## config.mk

```make
export PLATFORM = sky130hd
export DESIGN_NAME = regfile_layer_cfg_flat
export DESIGN_NICKNAME = d
export VERILOG_FILES = /design/src/rtl/regfile_layer_cfg_if.sv /design/src/rtl/regfile_layer_cfg.sv /design/src/flat_wrapper.sv
export SDC_FILE = /design/constraint.sdc
export NUM_CORES = 2
export LEC_CHECK = 0
export BUFFER_PORTS_ARGS = -buffer_cell sky130_fd_sc_hd__buf_2
export CORE_AREA = 5 5 317 319
export DETAILED_ROUTE_END_ITERATION = 7
export DIE_AREA = 0 0 322 324
export PLACE_DENSITY_LB_ADDON = 0.08
export RECOVER_POWER = 50
export SYNTH_ARGS = -nofsm -noshare
export SYNTH_HDL_FRONTEND = slang
export SYNTH_SLANG_ARGS = --single-unit
export TNS_END_PERCENT = 10
```

## constraint.sdc

```tcl
create_clock -name clk -period 28.5 [get_ports clk]
set_input_delay 1.425 -clock clk [delete_from_list [all_inputs] [get_ports clk]]
set_output_delay 1.425 -clock clk [all_outputs]
set_load 0.05 [all_outputs]
```

## src/rtl/regfile_layer_cfg_if.sv

```systemverilog
// Host register bus for the layer-configuration bank: single-cycle strobes,
// registered read data with a valid flag and an access-error pulse.
interface regfile_layer_cfg_if #(
  parameter int unsigned ADDR_W = 14,
  parameter int unsigned DATA_W = 16
);
  logic              wr_en;
  logic              rd_en;
  logic [ADDR_W-1:0] addr;
  logic [DATA_W-1:0] write_data;
  logic [DATA_W-1:0] read_data;
  logic              rd_valid;
  logic              acc_err;

  modport master (
    output wr_en, rd_en, addr, write_data,
    input  read_data, rd_valid, acc_err
  );

  modport slave (
    input  wr_en, rd_en, addr, write_data,
    output read_data, rd_valid, acc_err
  );
endinterface

```

## src/rtl/regfile_layer_cfg.sv

```systemverilog
// Layer-configuration register bank: CTRL/STATUS word at index 0, double-buffered
// RW config (shadow written by host, active loaded on START), RO status pass-through.
module regfile_layer_cfg #(
  parameter int unsigned               DATA_W    = 16,
  parameter int unsigned               ADDR_W    = 14,
  parameter logic [ADDR_W-1:0]         BASE_ADDR = ADDR_W'('h100),
  parameter int unsigned               N_REGS    = 24,
  parameter logic [N_REGS-1:0]         RO_MASK   = '0,
  parameter logic [N_REGS*DATA_W-1:0]  RST_VAL   = '0
) (
  input  logic                       clk,
  input  logic                       rst,
  regfile_layer_cfg_if.slave         bus,
  output logic [N_REGS*DATA_W-1:0]   cfg_active,
  input  logic [N_REGS*DATA_W-1:0]   hw_status,
  output logic                       start_pulse,
  input  logic                       eng_busy,
  input  logic                       eng_done,
  output logic                       irq
);

  localparam int unsigned IDX_W  = (N_REGS > 1) ? $clog2(N_REGS) : 1;
  localparam int unsigned OFF_W  = ADDR_W + 1;
  localparam int unsigned BANK_W = N_REGS * DATA_W;
  localparam logic [N_REGS-1:0] RW_MASK = ~(RO_MASK | N_REGS'(1));

  // Bit mask covering only the RW slices, so CTRL/RO slices stay 0 in both copies.
  function automatic logic [BANK_W-1:0] rw_bits_f();
    logic [BANK_W-1:0] m;
    m = '0;
    for (int unsigned i = 0; i < N_REGS; i++) begin
      if (RW_MASK[i]) m[i*DATA_W +: DATA_W] = '1;
    end
    return m;
  endfunction

  localparam logic [BANK_W-1:0] RW_BITS = rw_bits_f();
  localparam logic [BANK_W-1:0] RST_RW  = RST_VAL & RW_BITS;

  logic [BANK_W-1:0] shadow_q, shadow_d;
  logic [BANK_W-1:0] active_q, active_d;
  logic              done_q, done_d;
  logic              irq_en_q, irq_en_d;
  logic              err_q, err_d;
  logic              eng_done_q;
  logic              irq_q, irq_d;
  logic              start_q, start_d;
  logic [DATA_W-1:0] read_data_q, read_data_d;
  logic              rd_valid_q, rd_valid_d;
  logic              acc_err_q, acc_err_d;

  logic [OFF_W-1:0]  off_c;
  logic              hit_c;
  logic [IDX_W-1:0]  idx_c;
  logic              sel_ro_c;
  logic              sel_ctrl_c;
  logic [DATA_W-1:0] rd_word_c;
  logic [DATA_W-1:0] ctrl_word_c;
  logic              wr_hit_c;
  logic              wr_ctrl_c;
  logic              start_req_c;
  logic              start_ok_c;

  // Address decode: offset computed one bit wider so the upper bound never wraps.
  assign off_c      = {1'b0, bus.addr} - {1'b0, BASE_ADDR};
  assign hit_c      = (bus.addr >= BASE_ADDR) && (off_c < OFF_W'(N_REGS));
  assign idx_c      = off_c[IDX_W-1:0];
  assign sel_ctrl_c = (idx_c == '0);

  assign ctrl_word_c = DATA_W'({err_q, eng_busy, irq_en_q, done_q, 1'b0});

  always_comb begin
    sel_ro_c  = 1'b0;
    rd_word_c = '0;
    for (int unsigned i = 1; i < N_REGS; i++) begin
      if (idx_c == IDX_W'(i)) begin
        sel_ro_c  = RO_MASK[i];
        rd_word_c = RO_MASK[i] ? hw_status[i*DATA_W +: DATA_W]
                               : shadow_q[i*DATA_W +: DATA_W];
      end
    end
    if (sel_ctrl_c) rd_word_c = ctrl_word_c;
  end

  assign wr_hit_c    = bus.wr_en && hit_c;
  assign wr_ctrl_c   = wr_hit_c && sel_ctrl_c;
  assign start_req_c = wr_ctrl_c && bus.write_data[0];
  assign start_ok_c  = start_req_c && !eng_busy;

  // Next-state for registers, bank copies and status bits.
  always_comb begin
    shadow_d    = shadow_q;
    active_d    = active_q;
    read_data_d = read_data_q;
    rd_valid_d  = bus.rd_en;
    start_d     = start_ok_c;

    for (int unsigned i = 0; i < N_REGS; i++) begin
      if (RW_MASK[i] && wr_hit_c && (idx_c == IDX_W'(i))) begin
        shadow_d[i*DATA_W +: DATA_W] = bus.write_data;
      end
    end
    if (start_ok_c) begin
      active_d = shadow_q & RW_BITS;
    end

    if (bus.rd_en) begin
      read_data_d = hit_c ? rd_word_c : '0;
    end

    // Misses on both strobes in one cycle collapse into a single pulse.
    acc_err_d = (!hit_c && (bus.wr_en || bus.rd_en))
              || (wr_hit_c && !sel_ctrl_c && sel_ro_c)
              || (start_req_c && eng_busy);

    irq_en_d = wr_ctrl_c ? bus.write_data[2] : irq_en_q;
    done_d   = (eng_done && !eng_done_q)
             || (done_q && !(wr_ctrl_c && bus.write_data[1]));
    err_d    = acc_err_d
             || (err_q && !(wr_ctrl_c && bus.write_data[4]));
    irq_d    = done_d && irq_en_d;
  end

  always_ff @(posedge clk or posedge rst) begin
    if (rst) begin
      shadow_q    <= RST_RW;
      active_q    <= RST_RW;
      done_q      <= 1'b0;
      irq_en_q    <= 1'b0;
      err_q       <= 1'b0;
      eng_done_q  <= 1'b0;
      irq_q       <= 1'b0;
      start_q     <= 1'b0;
      read_data_q <= '0;
      rd_valid_q  <= 1'b0;
      acc_err_q   <= 1'b0;
    end else begin
      shadow_q    <= shadow_d;
      active_q    <= active_d;
      done_q      <= done_d;
      irq_en_q    <= irq_en_d;
      err_q       <= err_d;
      eng_done_q  <= eng_done;
      irq_q       <= irq_d;
      start_q     <= start_d;
      read_data_q <= read_data_d;
      rd_valid_q  <= rd_valid_d;
      acc_err_q   <= acc_err_d;
    end
  end

  assign bus.read_data = read_data_q;
  assign bus.rd_valid  = rd_valid_q;
  assign bus.acc_err   = acc_err_q;
  assign cfg_active    = active_q;
  assign start_pulse   = start_q;
  assign irq           = irq_q;

endmodule

```

## src/flat_wrapper.sv

```systemverilog
// flat-port wrapper written by rule: the top's interface ports become plain ports
module regfile_layer_cfg_flat 
#(
  parameter int unsigned               DATA_W    = 16,
  parameter int unsigned               ADDR_W    = 14,
  parameter logic [ADDR_W-1:0]         BASE_ADDR = ADDR_W'('h100),
  parameter int unsigned               N_REGS    = 24,
  parameter logic [N_REGS-1:0]         RO_MASK   = '0,
  parameter logic [N_REGS*DATA_W-1:0]  RST_VAL   = '0
)
  (clk, rst, cfg_active, hw_status, start_pulse, eng_busy, eng_done, irq, bus_wr_en, bus_rd_en, bus_addr, bus_write_data, bus_read_data, bus_rd_valid, bus_acc_err);
  regfile_layer_cfg_if #(.ADDR_W(ADDR_W), .DATA_W(DATA_W)) bus_i ();
  input  logic clk;
  input  logic rst;
  output logic [N_REGS*DATA_W-1:0] cfg_active;
  input  logic [N_REGS*DATA_W-1:0] hw_status;
  output logic start_pulse;
  input  logic eng_busy;
  input  logic eng_done;
  output logic irq;
  input wire logic [$bits(bus_i.wr_en)-1:0] bus_wr_en;
  input wire logic [$bits(bus_i.rd_en)-1:0] bus_rd_en;
  input wire logic [$bits(bus_i.addr)-1:0] bus_addr;
  input wire logic [$bits(bus_i.write_data)-1:0] bus_write_data;
  output wire logic [$bits(bus_i.read_data)-1:0] bus_read_data;
  output wire logic [$bits(bus_i.rd_valid)-1:0] bus_rd_valid;
  output wire logic [$bits(bus_i.acc_err)-1:0] bus_acc_err;
  assign bus_i.wr_en = bus_wr_en;
  assign bus_i.rd_en = bus_rd_en;
  assign bus_i.addr = bus_addr;
  assign bus_i.write_data = bus_write_data;
  assign bus_read_data = bus_i.read_data;
  assign bus_rd_valid = bus_i.rd_valid;
  assign bus_acc_err = bus_i.acc_err;
  regfile_layer_cfg #(.DATA_W(DATA_W), .ADDR_W(ADDR_W), .BASE_ADDR(BASE_ADDR), .N_REGS(N_REGS), .RO_MASK(RO_MASK), .RST_VAL(RST_VAL)) u_core (.clk(clk), .rst(rst), .bus(bus_i), .cfg_active(cfg_active), .hw_status(hw_status), .start_pulse(start_pulse), .eng_busy(eng_busy), .eng_done(eng_done), .irq(irq));
endmodule
```

==> out/metrics.yaml <==
timing:
  setup_viol: 0
  drv_slew: 562
  max_slew.worst_pin.slew_ns: 8.96
  fin_crit_sh: 0.460
  period_needed_ns: 13.12
  fin_tns_setup_ns: 0
  hold_violations: 0
  finalClockSkew_ns: 0.0330
  maxSlewHeadroom: -4.98
  holdWs_ns: 0.487
  clock.fmax_mhz: 76.2
  rsz0062_at_grt: "no"
clocking:
  ctsHoldBuffers: 0
  cts.clk_slew.worst_paths_ns: 0.06
  cts_root_buf: "clkbuf_16"
  htree_levels: 3
  cts_resized: 0
  cts_setup_buffers: 0
  cts.sinks: 760
  cts_made_buffers: 88
  cts_tree: "built"
  cts_buffer_depth: 3
  clock_latency_ns: 0.66
critical_path:
  worst-path-buf-inv: 3
  ff2ff_path_depth: 6
  cp.required_ns: 26.99
  crit_type: "input pin to asynchronous set/reset pin"
  crit_cells: 3
  path_cells: "buf_2, clkinvlp_2, clkbuf_1"
  start_kind: "input pin"
  cp_top_family: "buffers and inverters"
  slowest_delay_ns: 6.50
  worst_setup_path_end_kind: "asynchronous set/reset pin"
  path_max_fanout: 172
  critical-path-slowest-cell: "clkbuf_1"
  critical_path_arrival_ns: 11.61
synth:
  synthArstFlopShare: 1.00
  synth_seq_cells: 760
  synthXorXnorAreaFrac: 0.000271
  synth_mux_area_frac: 0.279
  synthAdderAreaFrac: 0.000387
  syn-cell-area_um2: 32300
  synth_compound_area_frac: 0.0630
  yosysSeqAreaShare: 0.588
  synth_top_family_by_area: "multiplexers"
  synth.distinct_cells: 72
  synth_edf_count: 0
  synth_cells: 2301
  syn_area_per_cell_um2: 14.1
  synth_warnings: 0
  synth_top_flop_cell: "dfrtp_1"
  synth-simple-area-share: 0.0401
global_route:
  grt_pass1_vias: 22269
  grt.total_usage: 0.240
  antenna_found_initial: 15
  grt_max_degree: 181
  grt_overflow: 0
  grt_pass1_wl_um: 179000
drt:
  via_per_inst: 5.39
  first_iter_violations: 1863
  firstDrtPassIters: 7
  ant_nets: 0
  drt-total-wl_um: 128000
  drc: 0
  vias: 21802
  avgRoutedWirePerCell_um: 31.7
floorplanning:
  die_w_um: 322
  start_util: 0.332
  num_rows: 115
  die-area_um2: 104000
  core_area_um2: 97600
  ios: 824
  die_y_um: 324
worst_hold_path:
  hold_path.class: "register to register"
  hold_depth: 1
run_status:
  violations: "max-capacitance violations, max-slew violations"
  outcome: "complete, but fails checks"
power_and_ir_drop:
  power_density_nw_per_um2: 61.8
  comb_power_share: 0.041
  sw_frac_of_total: 0.237
  ir_drop_uv: 39.5
  internal_power_w: 0.00179
  p_leak_nw: 18.4
  switchingPower_w: 0.000556
  seqPwrFrac: 0.460
  p_clk_frac: 0.498
  total_power_w: 0.00235
final_layout:
  utilization: 0.389
  final_nets: 3101
  layout_common_cells: "dfrtp_1 (760), mux2_2 (687), clkbuf_1 (408), clkbuf_16 (90), nor2_1 (67)"
  final_common_cell: "dfrtp_1"
  fin_cells: 4046
  drive_above_1_share: 0.348
  area_growth_pct: 17.5
  fillerInstances: 9467
run:
  max_cap_violations: 8
placement:
  dp_hpwl_um: 90200
  dp_cells: 3877
  gp_congestion: 0.853
  io_buffers: 423
-- registers in the layout, indices dropped and copies added, names as in the netlist --
register              cells
u_core.cfg_active       368
u_core.shadow_q         368
u_core.bus.read_data     16
u_core.bus.acc_err        1
u_core.bus.rd_valid       1
u_core.done_q             1
u_core.eng_done_q         1
u_core.err_q              1
u_core.irq                1
u_core.irq_en_q           1
u_core.start_pulse        1
-- through the flow --
stage,setup WS [ns],cell area (um2)
2_1_floorplan,5.74,32400
3_3_place_gp,21.53,35600
3_5_place_dp,21.43,35600
4_1_cts,22.13,38600
5_1_grt,12.72,38000
6_report,15.38,38000
-- cell families (layout without fill, tap and decap cells) --
kind of cell / count (synthesis) / after routing
adders and majority gates: 1 / 1
and+or+nand+nor: 248 / 248
xor gates and xnor gates: 1 / 1
other: 1 / 22
AOI/OAI and AO/OA: 297 / 297
buffers and inverters: 200 / 637
muxes: 793 / 793
DFF: 760 / 760
-- worst reg2reg max path, stage by stage (launching register included) --
cell and delay [ns]:
dfrtp_1 0.41, nor3b_1 0.52, a211oi_1 0.20, a221oi_1 0.68, nand4_1 0.29, a21oi_1 0.49, o2bb2ai_1 0.11
-- worst paths after layout --
check	from	to	slack (ns)
setup / recovery	rst	u_core.cfg_active[85]	15.38
hold / removal	u_core.bus.read_data[6]	u_core.bus.read_data[6]	0.49
setup reg to reg	u_core.shadow_q[232]	u_core.bus.read_data[8]	25.69
hold reg to reg	u_core.bus.read_data[6]	u_core.bus.read_data[6]	0.49
max in group clk	bus_addr[4]	u_core.cfg_active[226]	21.01
min in group asynchronous	rst	u_core.cfg_active[18]	2.62
-- metal layers --
layer | global-route usage | wire length [um] | up-vias
li1 | - | - | 9168
met1 | 0.346 | 58100 | 11664
met2 | 0.370 | 57500 | 816
met3 | 0.0462 | 9070 | 154
met4 | 0.0660 | 3450 | 0
met5 | 0 | 0 | -
-- cell type report --
| type | count | area, um2 | area share |
|---|---|---|---|
| Timing Repair Buffer | 461 | 1900 | 0.0501 |
| Sequential cell | 760 | 19000 | 0.501 |
| Inverter | 13 | 50.0 | 0.00132 |
| Multi-Input combinational cell | 1356 | 12400 | 0.326 |
| Clock buffer | 127 | 2640 | 0.0695 |
| Tap cell | 1287 | 1610 | 0.0424 |
| Antenna cell | 6 | 15.0 | 0.000395 |
| Clock inverter | 36 | 374 | 0.00985 |
-- cells in the mapped netlist (6+ instances only) --
cell type / n / area [um2]
dfrtp_1: 760 / 19000
mux2_2: 688 / 7750
clkbuf_1: 88 / 330
nor2_1: 68 / 255
nand2_1: 62 / 233
o21ai_0: 61 / 305
buf_2: 59 / 295
a21oi_1: 57 / 285
a22oi_1: 48 / 360
mux2_1: 40 / 450
mux2i_1: 34 / 340
mux2_4: 30 / 450
buf_4: 20 / 150
nand3_1: 18 / 90.1
nor3_1: 15 / 75.1
o22ai_1: 15 / 93.8
buf_1: 13 / 48.8
o221ai_1: 13 / 114
inv_1: 12 / 45.0
nand2_2: 11 / 68.8
nor2b_1: 10 / 62.6
o2bb2ai_1: 10 / 87.6
nand2b_1: 9 / 56.3
nor3b_1: 9 / 67.6
nand4_1: 8 / 50.1
a21o_1: 7 / 52.6
a221oi_1: 7 / 61.3
o211ai_1: 7 / 52.6
a211o_1: 6 / 52.6
a211oi_1: 6 / 45.0
a221o_1: 6 / 60.1
a31oi_1: 6 / 37.5
and3_1: 6 / 37.5
buf_6: 6 / 67.6
nand3_4: 6 / 105
-- power by group through the flow --
stage	clock, W	combinational [W]	sequential [W]
after floorplan	0	0.0000533	0.00110
after global placement	0	0.0000979	0.00110
after detailed placement	0	0.0000987	0.00110
after CTS	0.00120	0.0000989	0.00108
after global routing	0.00125	0.000103	0.00108
final	0.00117	0.0000974	0.00108
Note: power is estimated with default switching activity, not from simulation.
